===== src/rtl/dp_controller_pkg.sv =====
// Shared types and encodings for the ARM32 data-processing controller:
// FSM states, ALU operation codes, opcode and condition-code values.
package arm_ctrl_pkg;

    typedef enum logic [2:0] {
        IDLE   = 3'd0,
        DECODE = 3'd1,
        LOAD   = 3'd2,
        EXEC   = 3'd3,
        WB     = 3'd4,
        DONE   = 3'd5
    } state_t;

    localparam logic [2:0] ALU_ADD = 3'b000;
    localparam logic [2:0] ALU_SUB = 3'b001;
    localparam logic [2:0] ALU_AND = 3'b010;
    localparam logic [2:0] ALU_ORR = 3'b011;
    localparam logic [2:0] ALU_EOR = 3'b100;

    localparam logic [3:0] OPC_AND = 4'b0000;
    localparam logic [3:0] OPC_EOR = 4'b0001;
    localparam logic [3:0] OPC_SUB = 4'b0010;
    localparam logic [3:0] OPC_ADD = 4'b0100;
    localparam logic [3:0] OPC_CMP = 4'b1010;
    localparam logic [3:0] OPC_ORR = 4'b1100;
    localparam logic [3:0] OPC_MOV = 4'b1101;

    localparam logic [3:0] COND_EQ = 4'b0000;
    localparam logic [3:0] COND_NE = 4'b0001;
    localparam logic [3:0] COND_CS = 4'b0010;
    localparam logic [3:0] COND_CC = 4'b0011;
    localparam logic [3:0] COND_MI = 4'b0100;
    localparam logic [3:0] COND_PL = 4'b0101;
    localparam logic [3:0] COND_VS = 4'b0110;
    localparam logic [3:0] COND_VC = 4'b0111;
    localparam logic [3:0] COND_HI = 4'b1000;
    localparam logic [3:0] COND_LS = 4'b1001;
    localparam logic [3:0] COND_GE = 4'b1010;
    localparam logic [3:0] COND_LT = 4'b1011;
    localparam logic [3:0] COND_GT = 4'b1100;
    localparam logic [3:0] COND_LE = 4'b1101;
    localparam logic [3:0] COND_AL = 4'b1110;
    localparam logic [3:0] COND_NV = 4'b1111;

    // ARM immediate: 8-bit value rotated right by twice the 4-bit rotate field.
    function automatic logic [31:0] rotate_imm(input logic [7:0] imm8, input logic [3:0] rot);
        logic [63:0] doubled;
        logic [63:0] shifted;
        doubled = {24'b0, imm8, 24'b0, imm8};
        shifted = doubled >> {rot, 1'b0};
        return shifted[31:0];
    endfunction

endpackage


===== src/rtl/dp_controller_if.sv =====
// Instruction handshake between the issuing stage and the controller.
interface dp_controller_if;
    logic [31:0] instr;
    logic        instr_valid;
    logic        instr_ready;
    logic        done;
    logic        undef;

    modport master (output instr, output instr_valid, input instr_ready, input done, input undef);
    modport slave  (input instr, input instr_valid, output instr_ready, output done, output undef);
endinterface


===== src/rtl/dp_controller_cond_check.sv =====
// Evaluates an ARM condition code against N, Z, C, V; code 1111 never passes.
module cond_check
    import arm_ctrl_pkg::*;
(
    input  logic [3:0] cond,
    input  logic [3:0] nzcv,
    output logic       pass
);

    logic n, z, c, v;
    assign {n, z, c, v} = nzcv;

    always_comb begin
        pass = 1'b0;
        case (cond)
            COND_EQ: pass = z;
            COND_NE: pass = !z;
            COND_CS: pass = c;
            COND_CC: pass = !c;
            COND_MI: pass = n;
            COND_PL: pass = !n;
            COND_VS: pass = v;
            COND_VC: pass = !v;
            COND_HI: pass = c && !z;
            COND_LS: pass = !c || z;
            COND_GE: pass = (n == v);
            COND_LT: pass = (n != v);
            COND_GT: pass = !z && (n == v);
            COND_LE: pass = z || (n != v);
            COND_AL: pass = 1'b1;
            default: pass = 1'b0;
        endcase
    end

endmodule


===== src/rtl/dp_controller.sv =====
// Multi-cycle controller for ARM32 data-processing instructions: latches one
// instruction, checks its condition and sequences load/execute/write-back strobes.
module dp_controller
    import arm_ctrl_pkg::*;
(
    input  logic               clk,
    input  logic               rst_n,
    dp_controller_if.slave     bus,
    input  logic [31:0]        status_in,
    output logic [3:0]         w_addr,
    output logic [3:0]         A_addr,
    output logic [3:0]         B_addr,
    output logic [3:0]         shift_addr,
    output logic               wb_sel,
    output logic               w_en,
    output logic               en_A,
    output logic               en_B,
    output logic               en_C,
    output logic               en_status,
    output logic [1:0]         shift_op,
    output logic [31:0]        shift_imme,
    output logic               sel_shift,
    output logic               sel_A,
    output logic               sel_B,
    output logic [31:0]        imme_data,
    output logic [2:0]         ALU_op
);

    state_t      state;
    state_t      state_next;
    logic [31:0] ir;
    logic [3:0]  opc;
    logic        opc_ok;
    logic        is_cmp;
    logic        instr_undef;
    logic        cond_pass;
    logic        unused_bits;

    assign opc         = ir[24:21];
    assign is_cmp      = (opc == OPC_CMP);
    assign instr_undef = !opc_ok || (ir[31:28] == COND_NV);
    assign unused_bits = ^{status_in[27:0], ir[27:26]};

    cond_check u_cond_check (
        .cond (ir[31:28]),
        .nzcv (status_in[31:28]),
        .pass (cond_pass)
    );

    always_ff @(posedge clk or negedge rst_n) begin
        if (!rst_n) begin
            state <= IDLE;
            ir    <= '0;
        end else begin
            state <= state_next;
            if (state == IDLE && bus.instr_valid)
                ir <= bus.instr;
        end
    end

    // Skipped and undefined instructions go straight to DONE so no datapath strobe fires.
    always_comb begin
        state_next = state;
        case (state)
            IDLE:    if (bus.instr_valid) state_next = DECODE;
            DECODE:  state_next = (instr_undef || !cond_pass) ? DONE : LOAD;
            LOAD:    state_next = EXEC;
            EXEC:    state_next = WB;
            WB:      state_next = DONE;
            DONE:    state_next = IDLE;
            default: state_next = IDLE;
        endcase
    end

    always_comb begin
        opc_ok = 1'b1;
        ALU_op = ALU_ADD;
        case (opc)
            OPC_AND: ALU_op = ALU_AND;
            OPC_EOR: ALU_op = ALU_EOR;
            OPC_SUB: ALU_op = ALU_SUB;
            OPC_ADD: ALU_op = ALU_ADD;
            OPC_ORR: ALU_op = ALU_ORR;
            OPC_MOV: ALU_op = ALU_ADD;
            OPC_CMP: ALU_op = ALU_SUB;
            default: opc_ok = 1'b0;
        endcase
    end

    assign A_addr     = ir[19:16];
    assign w_addr     = ir[15:12];
    assign B_addr     = ir[3:0];
    assign shift_addr = ir[11:8];
    assign shift_op   = ir[6:5];
    assign shift_imme = {27'b0, ir[11:7]};
    assign sel_shift  = !ir[25] && ir[4];
    assign sel_B      = ir[25];
    assign sel_A      = (opc == OPC_MOV);
    assign imme_data  = rotate_imm(ir[7:0], ir[11:8]);
    assign wb_sel     = 1'b0;

    assign bus.instr_ready = (state == IDLE);
    assign bus.done        = (state == DONE);
    assign bus.undef       = (state == DONE) && instr_undef;
    assign en_A            = (state == LOAD);
    assign en_B            = (state == LOAD);
    assign en_C            = (state == EXEC);
    assign en_status       = (state == EXEC) && (ir[20] || is_cmp);
    assign w_en            = (state == WB) && !is_cmp;

endmodule


===== src/flat_wrapper.sv =====
// flat-port wrapper written by rule: the top's interface ports become plain ports
module dp_controller_flat import arm_ctrl_pkg::*;
  (clk, rst_n, status_in, w_addr, A_addr, B_addr, shift_addr, wb_sel, w_en, en_A, en_B, en_C, en_status, shift_op, shift_imme, sel_shift, sel_A, sel_B, imme_data, ALU_op, bus_instr, bus_instr_valid, bus_instr_ready, bus_done, bus_undef);
  dp_controller_if bus_i ();
  input  logic clk;
  input  logic rst_n;
  input  logic [31:0] status_in;
  output logic [3:0] w_addr;
  output logic [3:0] A_addr;
  output logic [3:0] B_addr;
  output logic [3:0] shift_addr;
  output logic wb_sel;
  output logic w_en;
  output logic en_A;
  output logic en_B;
  output logic en_C;
  output logic en_status;
  output logic [1:0] shift_op;
  output logic [31:0] shift_imme;
  output logic sel_shift;
  output logic sel_A;
  output logic sel_B;
  output logic [31:0] imme_data;
  output logic [2:0] ALU_op;
  input wire logic [$bits(bus_i.instr)-1:0] bus_instr;
  input wire logic [$bits(bus_i.instr_valid)-1:0] bus_instr_valid;
  output wire logic [$bits(bus_i.instr_ready)-1:0] bus_instr_ready;
  output wire logic [$bits(bus_i.done)-1:0] bus_done;
  output wire logic [$bits(bus_i.undef)-1:0] bus_undef;
  assign bus_i.instr = bus_instr;
  assign bus_i.instr_valid = bus_instr_valid;
  assign bus_instr_ready = bus_i.instr_ready;
  assign bus_done = bus_i.done;
  assign bus_undef = bus_i.undef;
  dp_controller u_core (.clk(clk), .rst_n(rst_n), .bus(bus_i), .status_in(status_in), .w_addr(w_addr), .A_addr(A_addr), .B_addr(B_addr), .shift_addr(shift_addr), .wb_sel(wb_sel), .w_en(w_en), .en_A(en_A), .en_B(en_B), .en_C(en_C), .en_status(en_status), .shift_op(shift_op), .shift_imme(shift_imme), .sel_shift(sel_shift), .sel_A(sel_A), .sel_B(sel_B), .imme_data(imme_data), .ALU_op(ALU_op));
endmodule

===== config.mk =====
export PLATFORM = sky130hd
export DESIGN_NAME = dp_controller_flat
export DESIGN_NICKNAME = d
export VERILOG_FILES = /design/src/rtl/dp_controller_pkg.sv /design/src/rtl/dp_controller_if.sv /design/src/rtl/dp_controller_cond_check.sv /design/src/rtl/dp_controller.sv /design/src/flat_wrapper.sv
export SDC_FILE = /design/constraint.sdc
export NUM_CORES = 1
export LEC_CHECK = 0
export CAP_MARGIN = 0
export CORE_MARGIN = 5
export CORE_UTILIZATION = 33
export DETAILED_ROUTE_END_ITERATION = 8
export PLACE_DENSITY_LB_ADDON = 0.25
export RECOVER_POWER = 50
export SLEW_MARGIN = 20
export SYNTH_ARGS = -nofsm -noshare
export SYNTH_HDL_FRONTEND = slang
export SYNTH_SLANG_ARGS = --single-unit

===== constraint.sdc =====
create_clock -name clk -period 1.6 [get_ports clk]
set_input_delay 0.24 -clock clk [delete_from_list [all_inputs] [get_ports clk]]
set_output_delay 0.24 -clock clk [all_outputs]
set_load 0.1 [all_outputs]

==> results.md <==
- Placed Cells incl. Taps: 498
- CTS Buf Count: 5
- Min Tclk post-route: 2.03 ns
- Final period util: 127%
- Drt first pass iters: 4
- Critical Path AT: 1.79 ns
- Worst-path cell chain: buf_6 -> mux2i_1 -> nor2_1 -> a31oi_2 -> mux2_4 -> nor2_4 -> buf_12
- Ant. Diodes: 0
- Worst path max stage delay: 0.45 ns
- Design Area, Final: 0.00568 mm^2
- Routed wire length: 9030 um
- Worst flop-to-flop path startpoint: u_core.ir[29]
- Hold_sp: bus_instr[11]
- Htree depth: 2
- Status: finished, violations left
- Worst-Skew Late Latency: 0.28 ns
- HP Class: in -> reg
- Synth top area cells: dfrtp_1 (33%), buf_4 (17%), mux2_1 (9.5%)
- Area leader, netlist: dfrtp_1
- WL per Instance: 16.9 um
- Fraction of layout cells with a size suffix above 1: 66.5%
- Worst Max-Slew Pin Slew: 0.850 ns
- Core area: 0.00733 mm^2
- GR Util All Layers: 17.8%
- Initial Util: 34.1%
- Post-Place Worst Slack: -0.393 ns
- Final Non-Filler Cells: 535
- Gate Count Post-Synth: 281
- Die area: 0.00942 mm^2
- Final Worst Setup Slack: -0.426 ns
- Leading cell types in the layout, fill and taps excluded: buf_12 (73), buf_4 (57), clkdlybuf4s50_1 (33)
- Initial DRC count: 44
- F_max: 494 MHz
- Flop2flop setup slack: -0.12 ns
- Area Growth Syn to Fin: 127%
- Die width: 97.1 um
- Yosys cell types: 44
- Async set-reset flop share out of synthesis: 100%
- I/O pin count: 164
- Vias: 2535
- Final ANT Viol Nets: 0
- Grt total ovfl: 0
- Share of the synthesized area in the top cell type: 33.0%
- Post-synth EDFFs: 0
- DR vias/cell: 4.74
- Die H: 97.1 um
- Hold depth: 3
- Crit path max fanout: 5
- YS warnings: 0
- Primary FF master, synth: dfrtp_1
- Cells on worst reg2reg path: 5
- Post-synthesis sequential area ratio: 33.0%
- I/O Buffers: 105
- Num rows: 31
- Crit. End Element: primary output
- First-pass GRT wire length: 13900 um
- WHS Endpoint: u_core.ir[11]
- CTS root buffer: clkbuf_8
- Crit path launch type: register
- Yosys reg bits: 33
- Final Max Tran Viols: 0
- Largest net degree at the start of global routing: 34
- DRC viols: 0
- # nets final: 502
- Most common cell after layout, fill and taps aside: buf_12
- Post-Route Skew: 0.00583 ns
- Clock tree buffer depth: 2
- Placed cell area: 0.00504 mm^2
- CTS tree: built
- CTS Sinks: 33
- RR Endpoint: u_core.state[1]
- Kind of critical path: reg -> out
- Critical path's slowest cell: dfrtp_2
- DPL Wire Length: 6690 um
- Violated checks: negative setup slack
- Slew HR: 43.4%
- RSZ-0062 raised after global routing: true
- Req. time, crit path: 1.36 ns
- CTS clock-pin slew for the worst setup and hold paths: 0.07 ns
- Vias in the first global route: 2739
- Final Hold Viols: 0
- Initial antenna violation count: 0
- Synthesized area: 0.00250 mm^2
- Placer Congestion: 0.766
- Final setup viols: 69
- Max cap viols: 0
- Syn Area/Cell: 8.91 um^2
-- synth_stat cells (all sizes together) (5+ instances only) --
cell type / count
clkbuf: 6
mux2: 28
buf: 64
nor2: 26
o21ai: 8
nand2: 21
a31oi: 6
inv: 5
o22ai: 12
mux2i: 11
nor3: 6
dfrtp: 33
nor2b: 7
nand2b: 5
-- flip-flops by register name (all words and copies together), names as in the netlist --
signal        flops
u_core.ir        30
u_core.state      3
-- metrics by stage --
step                TNS [ns]  utilization, %  hold slack [ns]
finish                -11.67            77.4            0.509
global route          -15.66            77.4            0.528
CTS                   -12.29            74.0            0.496
detailed placement     -4.13            68.7            0.291
global placement       -3.26            68.7            0.296
floorplan             -27.77               -          -0.0556
-- layer usage --
| layer | global-route usage, % | routed length [um] | share of wire, % | up-vias |
|---|---|---|---|---|
| met2 | 33.0 | 4830 | 54 | 94 |
| met4 | 4.75 | 144 | 1.6 | 0 |
| met3 | 5.60 | 590 | 6.5 | 15 |
| met1 | 19.6 | 3460 | 38 | 1233 |
| li1 | - | - | - | 1193 |
| met5 | 0 | 0 | 0 | - |
-- worst max path at each step --
| stage | start | endpoint | slack, ns | cells after the start |
|---|---|---|---|---|
| after floorplan | u_core.state[1] | u_core.ir[13] | -0.65 | 6 |
| after global placement | status_in[28] | u_core.state[1] | -0.36 | 6 |
| after detailed placement | status_in[28] | u_core.state[1] | -0.39 | 6 |
| after CTS | u_core.ir[9] | imme_data[10] | -0.44 | 7 |
| after global routing | u_core.ir[9] | imme_data[14] | -0.50 | 7 |
| final | u_core.ir[9] | imme_data[10] | -0.43 | 7 |
-- area by class of cell --
cell class                 instances  area (um^2)
multi-input combinational        199         2070
tap                               99          124
sequential                        33          837
clock buffer                       6         72.6
clock inverter                     2         10.0
timing repair buffer             190         2530
inverter                           6         26.3
fill                             435         1650
-- critical path, delay by kind of cell, from the launching register on --
family | cells | cell delay, ns
buffers and inverters | 2 | 0.33
AND/OR/NAND/NOR | 2 | 0.24
AO/OA/AOI/OAI | 1 | 0.07
multiplexers | 2 | 0.43
flip-flops | 1 | 0.45
-- cells by family (layout without fill, tap and decap cells) --
logic type | count (synthesis) | count (layout) | share of synthesized area, %
compound gates | 44 | 44 | 11.9
xor+xnor | 3 | 3 | 1.05
buf+inv | 76 | 204 | 20.3
flops | 33 | 33 | 33.0
mux | 39 | 39 | 17.0
other cells | 1 | 28 | 0.150
simple gates | 85 | 85 | 16.6
-- repair_timing --
item | CTS | global route
hold buffers | 1 | 0
endpoints found under the hold margin | 13 | 0
gates resized for setup | 37 | 50
setup endpoints to repair | 47 | 74
pin swaps | 23 | 19
setup buffers | 22 | 4
cloned | 0 | 2
Power is not shown: default switching activity piles up to over one toggle a cycle in this logic, so the estimate is an artifact.
